`src/rtl/div_pkg.sv`:
```
// -----------------------------------------------------------------------------
// div_pkg
// Shared definitions for the non-restoring divider:
//   DIV_WIDTH - default operand width (divisor, quotient, remainder)
//   DIV_ITERS - number of ITER cycles (one per quotient bit)
//   state_t   - control-unit FSM states
//   ctrl_t    - one-hot datapath control bits driven by the control unit
// -----------------------------------------------------------------------------
package div_pkg;

  localparam int DIV_WIDTH = 8;
  localparam int DIV_ITERS = DIV_WIDTH;

  typedef enum logic [3:0] {
    IDLE  = 4'd0,
    LD_AH = 4'd1,
    LD_AL = 4'd2,
    LD_M  = 4'd3,
    CHECK = 4'd4,
    ITER  = 4'd5,
    CORR  = 4'd6,
    OUT_R = 4'd7,
    OUT_Q = 4'd8
  } state_t;

  // At most one bit is high per cycle (all low in IDLE).
  typedef struct packed {
    logic ld_ah;
    logic ld_al;
    logic ld_m;
    logic check;
    logic iter;
    logic corr;
    logic out_r;
    logic out_q;
  } ctrl_t;

endpackage

```
`src/rtl/cu_divider.sv`:
```
// -----------------------------------------------------------------------------
// cu_divider
// Control unit for the non-restoring divider. Sequences operand loads, the
// overflow check, WIDTH iterations, the final correction and the two output
// cycles.
// Ports:
//   clk       in   clock, rising edge
//   rst_n     in   synchronous active-low reset
//   enable    in   start request, honoured only in IDLE
//   ovf_cond  in   dividend high half >= divisor (valid in CHECK)
//   last_iter in   current ITER cycle is the final one
//   ctrl      out  one-hot datapath control bits
// -----------------------------------------------------------------------------
module cu_divider
  import div_pkg::*;
(
  input  logic  clk,
  input  logic  rst_n,
  input  logic  enable,
  input  logic  ovf_cond,
  input  logic  last_iter,
  output ctrl_t ctrl
);

  state_t state, state_next;

  always_ff @(posedge clk) begin
    if (!rst_n) state <= IDLE;
    else        state <= state_next;
  end

  always_comb begin
    state_next = state;
    case (state)
      IDLE:    state_next = enable ? LD_AH : IDLE;
      LD_AH:   state_next = LD_AL;
      LD_AL:   state_next = LD_M;
      LD_M:    state_next = CHECK;
      CHECK:   state_next = ovf_cond ? OUT_R : ITER;
      ITER:    state_next = last_iter ? CORR : ITER;
      CORR:    state_next = OUT_R;
      OUT_R:   state_next = OUT_Q;
      OUT_Q:   state_next = IDLE;
      default: state_next = IDLE;
    endcase
  end

  always_comb begin
    ctrl = '0;
    case (state)
      LD_AH:   ctrl.ld_ah = 1'b1;
      LD_AL:   ctrl.ld_al = 1'b1;
      LD_M:    ctrl.ld_m  = 1'b1;
      CHECK:   ctrl.check = 1'b1;
      ITER:    ctrl.iter  = 1'b1;
      CORR:    ctrl.corr  = 1'b1;
      OUT_R:   ctrl.out_r = 1'b1;
      OUT_Q:   ctrl.out_q = 1'b1;
      default: ctrl = '0;
    endcase
  end

endmodule

```
`src/rtl/nonrestoring_divider.sv`:
```
// -----------------------------------------------------------------------------
// nonrestoring_divider
// Unsigned non-restoring division of a 2*WIDTH-bit dividend A:Q by a WIDTH-bit
// divisor M over a single shared operand/result bus. Operands arrive on three
// consecutive cycles (dividend high, dividend low, divisor); results leave on
// two (remainder, then quotient). Quotient overflow (including divide by zero)
// is detected up front and reported with saturated all-ones results.
// Ports:
//   clk     in   clock, rising edge
//   rst_n   in   synchronous active-low reset
//   enable  in   start request, honoured only in IDLE
//   inbus   in   WIDTH-bit operand bus
//   done    out  high while a result is on outbus
//   outbus  out  WIDTH-bit result bus, zero when done is low
//   ovf     out  overflow / divide-by-zero flag, only high with done
// -----------------------------------------------------------------------------
module nonrestoring_divider
  import div_pkg::*;
#(
  parameter int WIDTH = DIV_WIDTH,
  // Must equal WIDTH: one quotient bit per iteration.
  parameter int ITERS = DIV_ITERS
) (
  input  logic             clk,
  input  logic             rst_n,
  input  logic             enable,
  input  logic [WIDTH-1:0] inbus,
  output logic             done,
  output logic [WIDTH-1:0] outbus,
  output logic             ovf
);

  localparam int CW = $clog2(ITERS + 1);

  // Partial remainder carries an extra sign bit; it goes negative between
  // iterations and that sign selects add vs. subtract for the next step.
  logic signed [WIDTH:0]   a;
  logic        [WIDTH-1:0] q;
  logic        [WIDTH-1:0] m;
  logic        [CW-1:0]    cnt;
  logic                    ovf_q;

  ctrl_t ctrl;
  logic  ovf_cond;
  logic  last_iter;

  logic signed [WIDTH:0] m_ext;
  logic signed [WIDTH:0] a_shift;
  logic signed [WIDTH:0] a_step;
  logic signed [WIDTH:0] a_corr;

  function automatic logic [WIDTH-1:0] sat_result(input logic [WIDTH-1:0] value,
                                                  input logic             sat);
    return sat ? '1 : value;
  endfunction

  cu_divider u_cu (
    .clk       (clk),
    .rst_n     (rst_n),
    .enable    (enable),
    .ovf_cond  (ovf_cond),
    .last_iter (last_iter),
    .ctrl      (ctrl)
  );

  // A quotient fits in WIDTH bits only when the high half is below M;
  // M = 0 always trips this.
  assign ovf_cond  = (a[WIDTH-1:0] >= m);
  assign last_iter = (cnt == CW'(ITERS - 1));

  // The shift drops the old sign bit. Since |A| < M, the add/sub result
  // lands back in range, so the modular WIDTH+1-bit arithmetic is exact.
  always_comb begin
    m_ext   = $signed({1'b0, m});
    a_shift = $signed({a[WIDTH-1:0], q[WIDTH-1]});
    a_step  = a[WIDTH] ? (a_shift + m_ext) : (a_shift - m_ext);
    a_corr  = a[WIDTH] ? (a + m_ext) : a;
  end

  always_ff @(posedge clk) begin
    if (!rst_n) begin
      a     <= '0;
      q     <= '0;
      m     <= '0;
      cnt   <= '0;
      ovf_q <= 1'b0;
    end else begin
      if (ctrl.ld_ah) a <= $signed({1'b0, inbus});
      if (ctrl.ld_al) q <= inbus;
      if (ctrl.ld_m)  m <= inbus;
      if (ctrl.check) begin
        cnt   <= '0;
        ovf_q <= ovf_cond;
      end
      if (ctrl.iter) begin
        a   <= a_step;
        q   <= {q[WIDTH-2:0], ~a_step[WIDTH]};
        cnt <= cnt + CW'(1);
      end
      if (ctrl.corr) a <= a_corr;
    end
  end

  always_comb begin
    done   = ctrl.out_r | ctrl.out_q;
    ovf    = ovf_q & done;
    outbus = '0;
    if (ctrl.out_r)      outbus = sat_result(a[WIDTH-1:0], ovf_q);
    else if (ctrl.out_q) outbus = sat_result(q, ovf_q);
  end

endmodule

```
`config.mk`:
```
export PLATFORM = sky130hd
export DESIGN_NAME = nonrestoring_divider
export DESIGN_NICKNAME = d
export VERILOG_FILES = /design/src/rtl/div_pkg.sv /design/src/rtl/cu_divider.sv /design/src/rtl/nonrestoring_divider.sv
export SDC_FILE = /design/constraint.sdc
export NUM_CORES = 1
export LEC_CHECK = 0
export ABC_AREA = 1
export CAP_MARGIN = 10
export CORE_ASPECT_RATIO = 2
export CORE_MARGIN = 3
export CORE_UTILIZATION = 53
export DETAILED_ROUTE_END_ITERATION = 12
export PLACE_DENSITY = 0.74
export SYNTH_ARGS = -nofsm -noshare
export SYNTH_HDL_FRONTEND = slang
export SYNTH_SLANG_ARGS = --single-unit
```
`constraint.sdc`:
```
create_clock -name clk -period 2.1 [get_ports clk]
set_input_delay 0.315 -clock clk [delete_from_list [all_inputs] [get_ports clk]]
set_output_delay 0.315 -clock clk [all_outputs]
set_load 0.01 [all_outputs]
```
# Yosys cells after proc, flatten, opt, wreduce, memory -nomap -nowiden

Index checks and enable logic that the tools add are counted.

Register bits: 34
Input port bits: 11
Output and inout port bits: 10
Logic and storage cells: 55

$add $sub $neg: 4
Order comparisons: 1
Equal/unequal tests: 10
Mux-type cells: 25
Bitwise gates (word level): 3
Reduce and logical (&&, ||, !) cells: 5

Operators with widths:

| kind                                                                   | number |
|---|---|
| 8-bit two-way mux                                                      | 6 |
| 9-bit two-way mux                                                      | 5 |
| 4-bit case mux with 8 select lines                                     | 1 |
| 4-bit by 3-bit equality test with 1-bit output (second input constant) | 5 |
| 9-bit adder                                                            | 2 |
| 1-bit two-way mux                                                      | 9 |
| 9-bit subtractor                                                       | 1 |
| 4-bit by 2-bit equality test with 1-bit output (second input constant) | 2 |
| 8-bit greater-or-equal comparator                                      | 1 |
| 4-bit two-way mux                                                      | 2 |
| 4-bit by 1-bit adder with 4-bit output (second input constant)         | 1 |
| 4-bit by 1-bit equality test with 1-bit output (second input constant) | 1 |
| 4-bit equality test (second input constant)                            | 1 |
| 4-bit zero test                                                        | 1 |
| 2-bit two-way mux                                                      | 2 |
| 2-bit nonzero test                                                     | 2 |
| 3-bit nonzero test                                                     | 1 |
| 2-bit != test (second input constant)                                  | 1 |
| 2-bit AND reduction                                                    | 1 |
| 1-bit AND                                                              | 1 |
| 1-bit NOT                                                              | 1 |
| 1-bit OR                                                               | 1 |

# Logic depth before layout (Yosys ltp)

Gate-level depths: netlist of the first run.

Word-level depth: 5
Depth in mapped cells: 17
Gate-level depth less buffers: 17

# By module

Synthesis of the first run repeated with hierarchy kept, for this count alone.

Cell total of the unflattened synthesis: 448
Area, all modules: 2,800.2 um^2

By module, submodules not included:

| module               | times used | cells an instance | area an instance (um^2) | sequential area each (um^2) |
|---|---|---|---|---|
| nonrestoring_divider | 1          | 403               | 2,542.4                 | 600.6 |
| cu_divider           | 1          | 45                | 257.7                   | 80.1 |

# Worst setup path before layout of the first run

Ideal clock, no wire load.

Path kind: register to register
Start point: register m[1]
End point: register a[8]
Data arrival time: 2,182 ps
Required time: 1,990 ps
Setup slack: -191 ps
Cell stages (with the launch flop): 17
Path through: dfxtp_1 > inv_1 > ha_1 > inv_1 > o21ai_0 > inv_1 > fa_1 > inv_1 > nand2_1 > a21oi_1 > nand2_1 > nand2_1 > nand3_1 > nand3_1 > nand3_1 > nand2_1 > inv_1

Word-level cells in the longest chain between the ends: 4
Elaborated cells on any way between the ends: 7

Ends and longest elaborated chain:

| what                                                   | RTL line                    | RTL |
|---|---|---|
| from (decl)                                            | nonrestoring_divider.sv:39  | `logic [WIDTH-1:0] m;` |
| from (signal assigned)                                 | nonrestoring_divider.sv:90  | `if (ctrl.ld_m) m <= inbus;` |
| 9-bit subtractor / 9-bit adder (equally long branches) | nonrestoring_divider.sv:76  | `a_step = a[WIDTH] ? (a_shift + m_ext) : (a_shift - m_ext);` |
| 9-bit two-way mux                                      | nonrestoring_divider.sv:76  |  |
| 9-bit two-way mux                                      | nonrestoring_divider.sv:95  | `if (ctrl.iter) begin` |
| 9-bit two-way mux *                                    | nonrestoring_divider.sv:100 | `if (ctrl.corr) a <= a_corr;` |
| to (signal assigned)                                   | nonrestoring_divider.sv:88  | `if (ctrl.ld_ah) a <= $signed({1'b0, inbus});` |
| to (signal assigned)                                   | nonrestoring_divider.sv:96  | `a <= a_step;` |
| to (signal assigned)                                   | nonrestoring_divider.sv:100 |  |
| to (decl)                                              | nonrestoring_divider.sv:37  | `logic signed [WIDTH:0] a;` |

Mark *: on every way between the ends. The rest lies on a longest branch, timed or not. The select of a mux whose other input is x is not followed.
A chain may end at the register's enable or synchronous reset.

# Final worst setup path of the first run

Start point: register m[2]
End point: register a[8]

The elaborated chain is that of the path after synthesis.

==> impl_metrics.toml, run 1 <==
[run_status]
status = "complete, but fails checks"
failed_checks = "negative setup slack"

[logic_synthesis]
yosysMostFrequentCell = "nand2_1"
synth_simple_gate_area_share_pct = 28.81
syn_area_um2 = 2775
syn_avg_cell_area_um2 = 6.623
synth-edff-count = 0
syn_inst = 419
netlist.area_leader.share_pct = 24.53
synth_nets = 458
synth_top_family_by_area = "simple AND/OR/NAND/NOR gates"
ys_ff_latch = 34
ys_seq_area_share_pct = 24.53
synth_compound_area_share_pct = 19.79
yosysTopAreaCell = "dfxtp_1"
async_reset_ff_share_pct = 0
yosys-top-cells-area = "dfxtp_1 25%, nand2_1 13%, ha_1 12%"
synth_common_cells = "98 x nand2_1, 49 x inv_1, 40 x a21oi_1"
synth_fa_ha_area_share_pct = 13.17
synthMuxAreaShare_pct = 0
ys.warnings.count = 0
ys_types = 43
ys.flop_type = "dfxtp_1"
synth_xor_area_share_pct = 2.840

[routing]
dr.pass1.iters = 5
drc = 0
met1_length_mm = 3.362
routedWlPerCell_um = 17.71
met3_length_um = 368
drt_wl_total_mm = 9.335
top_layer = "met4"
avgViaCountPerCell = 5.892
wl_met2_mm = 4.993
via_count = 3105
ant_nets = 0
drt_first_iter_violations = 191

[cells_and_area]
syn_to_final_growth_pct = 29.13
multi_input_area_um2 = 2023
nets = 508
postLayoutCoreUtil_pct = 72.32
fillers = 408
antenna_cells = 0
drive_gt1_share_pct = 28.30
seq_area_um2 = 700.7

[floorplanning]
core_area_um2 = 4955
die_y_um = 108.3
die_area_um2 = 6193
start_util_pct = 56.01
rows = 36
io_pins = 21
die_w_um = 57.17

[clock_network]
cts_tree = "done"
cts_buffer_depth = 2
ctsHtreeMaxLevel = 2
cts_hold_buffers = 0
worstSkewPairLatency_ns = 0.31
cts_buffers = 5
clkTransAtPathRegs_ns = 0.08
clockRootBuffer = "clkbuf_8"
clkSinkCount = 34

[min_path]
hp-class = "register to register"

[timing]
finalHoldViolCount = 0
fin_hold_ws_ns = 0.4879
period_share_pct = 108.5
max_freq_ghz = 0.4389
maxSlewHeadroom_pct = 63.78
tightest_slew_ns = 0.5427
fin_ws_ns = -0.1785
report.final.slew_viol_count = 0
fin_crit_ns = 2.278
rsz0062_at_grt = "true"
clock_skew_ns = 0.009338
final-setup-viol-count = 5

[power_and_ir_drop]
p_switching_uw = 866.1
ir_drop_v = 0.0005690
seq_power_share_pct = 34.8
p_leak_uw = 0.001786
p_comb_share_pct = 40.8
power_uw = 2206
p_int_uw = 1339
p_per_area_nw_per_um2 = 615.5
p_clk_share_pct = 24.3
swShare_pct = 39.27

[global_routing]
antenna_found_initial = 0
grt_pass1_wl_mm = 13.70
grt_pass1_vias = 2937
grt_start_max_net_pins = 20
grtUsageTotal_pct = 29.23
grt.overflow.total = 0

[worst_setup_path]
cp_max_fo = 3
crit_path_start_kind = "register"
worstSetupPathType = "register to register"
cp-end-kind = "register"
required_ns = 2.32
crit_arrival_ns = 2.49

[placed_design]
dpl_worst_slack_ns = -0.1769
dp_hpwl_mm = 6.466
gp_congestion = 0.9430
numPortBuffers = 20

[run]
max-cap-violations = 0
registers in the layout (all words and copies together) (netlist names):
signal	flops
a	9
m	8
q	8
cnt	4
u_cu.state	4
ovf_q	1
critical path, cell delays in order (launching register included):
cell     delay [ns]
dfxtp_4        0.36
nor3_4         0.23
nand3_2        0.12
o31ai_2        0.25
xor2_1         0.22
ha_1           0.29
nand2_1        0.10
inv_1          0.05
a21oi_2        0.14
nand2_2        0.08
inv_2          0.06
nand2_2        0.05
nand3_2        0.08
nand3_2        0.06
nand2_1        0.06
inv_1          0.04
cell type report:
type                    count  area share (%)
multi-input cells         311           56.46
flip-flops and latches     34           19.55
repair buffers             54           12.71
inverters                  63           6.739
clock buffers               7           2.409
well taps                  57           1.990
clock inverters             1          0.1397
cells in the final DEF (no fill, tap or decap), types with 3 or more instances in the layout:
master	count
inv_2	22
clkdlybuf4s50_1	10
nand4_1	3
ha_1	21
nand3_2	6
o21ai_0	23
dfxtp_1	26
dfxtp_2	4
xnor2_1	3
dfxtp_4	4
clkbuf_8	6
nand2_1	85
nor3_4	3
nand3_1	26
nor2_1	21
nor2_2	4
a21oi_1	31
nor2_4	6
a21oi_2	7
o21ai_1	12
inv_1	39
xor2_1	6
nand2_4	3
a31oi_1	8
dlygate4sd2_1	5
o211ai_1	3
buf_4	29
buf_6	5
ha_4	3
nand2_2	11
worst paths after layout:
| kind | slack [ns] | cells after the start | from | to |
|---|---|---|---|---|
| max | -0.18 | 15 | m[2] | a[8] |
| min | 0.49 | 2 | q[4] | q[4] |
| min reg2reg | 0.49 | 2 | q[4] | q[4] |
| max reg2reg | -0.18 | 15 | m[2] | a[8] |
power groups by stage:
| stage | sequential [µW] | combinational (µW) | clock [µW] |
|---|---|---|---|
| floorplan | 756 | 484 | 0 |
| detailed placement | 774 | 717 | 0 |
| CTS | 762 | 766 | 536 |
| global placement | 774 | 705 | 0 |
| global route | 774 | 969 | 565 |
| finish | 768 | 901 | 536 |
logic make-up after synthesis:
family	count (synthesis)
flip-flops	34
buffers and inverters	74
AND/OR/NAND/NOR	176
AO/OA/AOI/OAI	98
XOR/XNOR	9
adder cells (fa/ha/maj)	28
repair_timing:
action,CTS,global route
setup buffers,5,5
resized for setup,36,61
pin swaps,7,35
endpoints found under the setup margin,15,13
per-layer routing:
layer / GRT usage, % / up-vias
met1: 28.78 / 1445
met3: 4.182 / 52
met2: 54.09 / 116
met4: 20.07 / 0
li1: - / 1492
met5: 0 / -
through the flow:
| step | cell area [µm²] | std cells | setup TNS [ns] |
|---|---|---|---|
| 5_1_grt | 3583 | 527 | -1.305 |
| 3_5_place_dp | 3179 | 510 | -0.6783 |
| 4_1_cts | 3385 | 523 | -0.09781 |
| 3_3_place_gp | 3179 | 510 | -0.3964 |
| 6_report | 3583 | 527 | -0.5131 |
| 2_1_floorplan | 2785 | 419 | 0 |
Power figures use the tool's default switching activity.
==> inputs of run 2 (changes only) <==
ABC_CLOCK_PERIOD_IN_PS = 2100   (was not set)
CORE_UTILIZATION = 55   (was 53)
CTS_BUF_LIST = sky130_fd_sc_hd__clkbuf_4   (was not set)
PLACE_DENSITY = 0.77   (was 0.74)
==> run 2 against run 1 <==
Net effect:
- the run still ends with negative setup slack left
- sequential share of layout area grew 0.67 points
- sequential cell count is the same
- highest routed layer unchanged
- clock skew increased by 0.0099 ns
- die area is 3.3% lower
- cell count is 0.57% lower
- critical path depth up 1
- register-to-register slack better by 0.10 ns
- core utilization is 1.6 points lower
- largest power group unchanged
==> impl_metrics.toml, run 2 (synthesis gave the netlist of run 1 again) <==
[run_status]
status = "complete, but fails checks"
failed_checks = "negative setup slack"

[cells_and_area]
largest_reg_flops = 9
fillers = 424
nets = 505
final_cell_mix = "89 x nand2_1, 42 x inv_1, 31 x a21oi_1, 29 x nand3_1, 29 x buf_4"
antenna_cells = 0
multi_input_area_um2 = 1966
top_register = "a"
postLayoutCoreUtil_pct = 70.70
drive_gt1_share_pct = 25.05
design_area_um2 = 3440
syn_to_final_growth_pct = 23.94
layout_commonest_cell = "nand2_1"
top_regs = "a x9, m x8, q x8"
seq_area_um2 = 695.7

[global_routing]
antenna_found_initial = 0
grt_pass1_vias = 3067
grt_start_max_net_pins = 20
grtUsageTotal_pct = 30.75
grt.overflow.total = 0
grt_pass1_wl_mm = 14.17

[clock_network]
cts_buffers = 5
ctsHtreeMaxLevel = 2
clkSinkCount = 34
cts_tree = "done"
cts_hold_buffers = 0
clockRootBuffer = "clkbuf_4"
clkTransAtPathRegs_ns = 0.12
worstSkewPairLatency_ns = 0.36
cts_buffer_depth = 2

[placed_design]
gp_congestion = 0.9826
dpl_worst_slack_ns = -0.1399
place_area_um2 = 3194
numPortBuffers = 20
dp_hpwl_mm = 6.755

[floorplanning]
core_area_um2 = 4865
die_area_um2 = 5986
die_y_um = 106.5
start_util_pct = 57.05
die_w_um = 56.23
rows = 36
io_pins = 21

[routing]
ant_nets = 0
via_count = 3031
routedWlPerCell_um = 16.88
avgViaCountPerCell = 5.784
drt_wl_total_mm = 8.844
dr.pass1.iters = 5
drc = 0
drt_first_iter_violations = 151

[timing]
period_share_pct = 103.6
final-setup-viol-count = 4
maxSlewHeadroom_pct = 61.90
fin_crit_ns = 2.176
setup_tns_ns = -0.2066
tightest_slew_ns = 0.5708
max_freq_ghz = 0.4595
finalHoldViolCount = 0
report.final.slew_viol_count = 0
clock_skew_ns = 0.01926
rsz0062_at_grt = "true"
fin_ws_ns = -0.07626

[worst_setup_path]
crit_path_start_kind = "register"
cp_max_fo = 3
required_ns = 2.37
worstSetupPathType = "register to register"
cp-end-kind = "register"
crit_arrival_ns = 2.45

[power_and_ir_drop]
ir_drop_v = 0.0004663
p_per_area_nw_per_um2 = 582.8
power_uw = 2004
p_leak_uw = 0.001732

[min_path]
hp-class = "register to register"

[run]
max-cap-violations = 0
==> run 2: path summary, 6_finish.rpt <==
path	startpoint	to	slack (ns)	cells after the start
worst max-delay path	m[2]	a[8]	-0.08	16
worst min-delay path	cnt[1]	cnt[1]	0.50	2
worst max register to register	m[2]	a[8]	-0.08	16
worst min register to register	cnt[1]	cnt[1]	0.50	2
==> run 2: report_power, final <==
part	total, µW	internal, µW	switching [µW]
Clock	378	139	240
Combinational	864	372	492
Sequential	762	694	68.0
==> run 2: per-layer routing <==
layer	vias to the layer above	track usage [%]	routed length (µm)
li1	1483	-	-
met1	1377	29.88	3075
met2	126	57.04	4727
met3	45	4.374	423
met4	0	21.73	618
met5	-	0	0
==> run 2: per-stage QoR <==
stage | instances | hold slack, ns
2_1_floorplan | 419 | 0.4536
3_3_place_gp | 512 | 0.4708
4_1_cts | 524 | 0.5066
3_5_place_dp | 512 | 0.4681
5_1_grt | 524 | 0.5244
6_report | 524 | 0.5016
==> run 2: worst max-delay path, stage by stage (launching register included) <==
cell and delay [ns]:
dfxtp_2 0.35, nor3_2 0.15, buf_4 0.14, nand3_4 0.07, o31ai_4 0.22, xor2_1 0.18, ha_1 0.27, nand2_1 0.10
inv_1 0.05, a21oi_2 0.13, nand2_1 0.08, inv_1 0.05, nand2_1 0.06, nand3_2 0.07, nand3_2 0.06, nand2_1 0.06
inv_1 0.04
==> run 2: area by class of cell <==
| cell class | instances | area share, % |
|---|---|---|
| Multi-Input combinational cell | 311 | 57.15 |
| Sequential cell | 34 | 20.23 |
| Timing Repair Buffer | 51 | 12.11 |
| Inverter | 63 | 6.875 |
| Tap cell | 57 | 2.073 |
| Clock buffer | 6 | 1.310 |
| Clock inverter | 2 | 0.2546 |
==> run 2: repair_timing <==
action,in CTS,in global routing
pin swaps,26,24
endpoints found under the setup margin,16,11
gates resized for setup,39,35
setup buffers,5,1
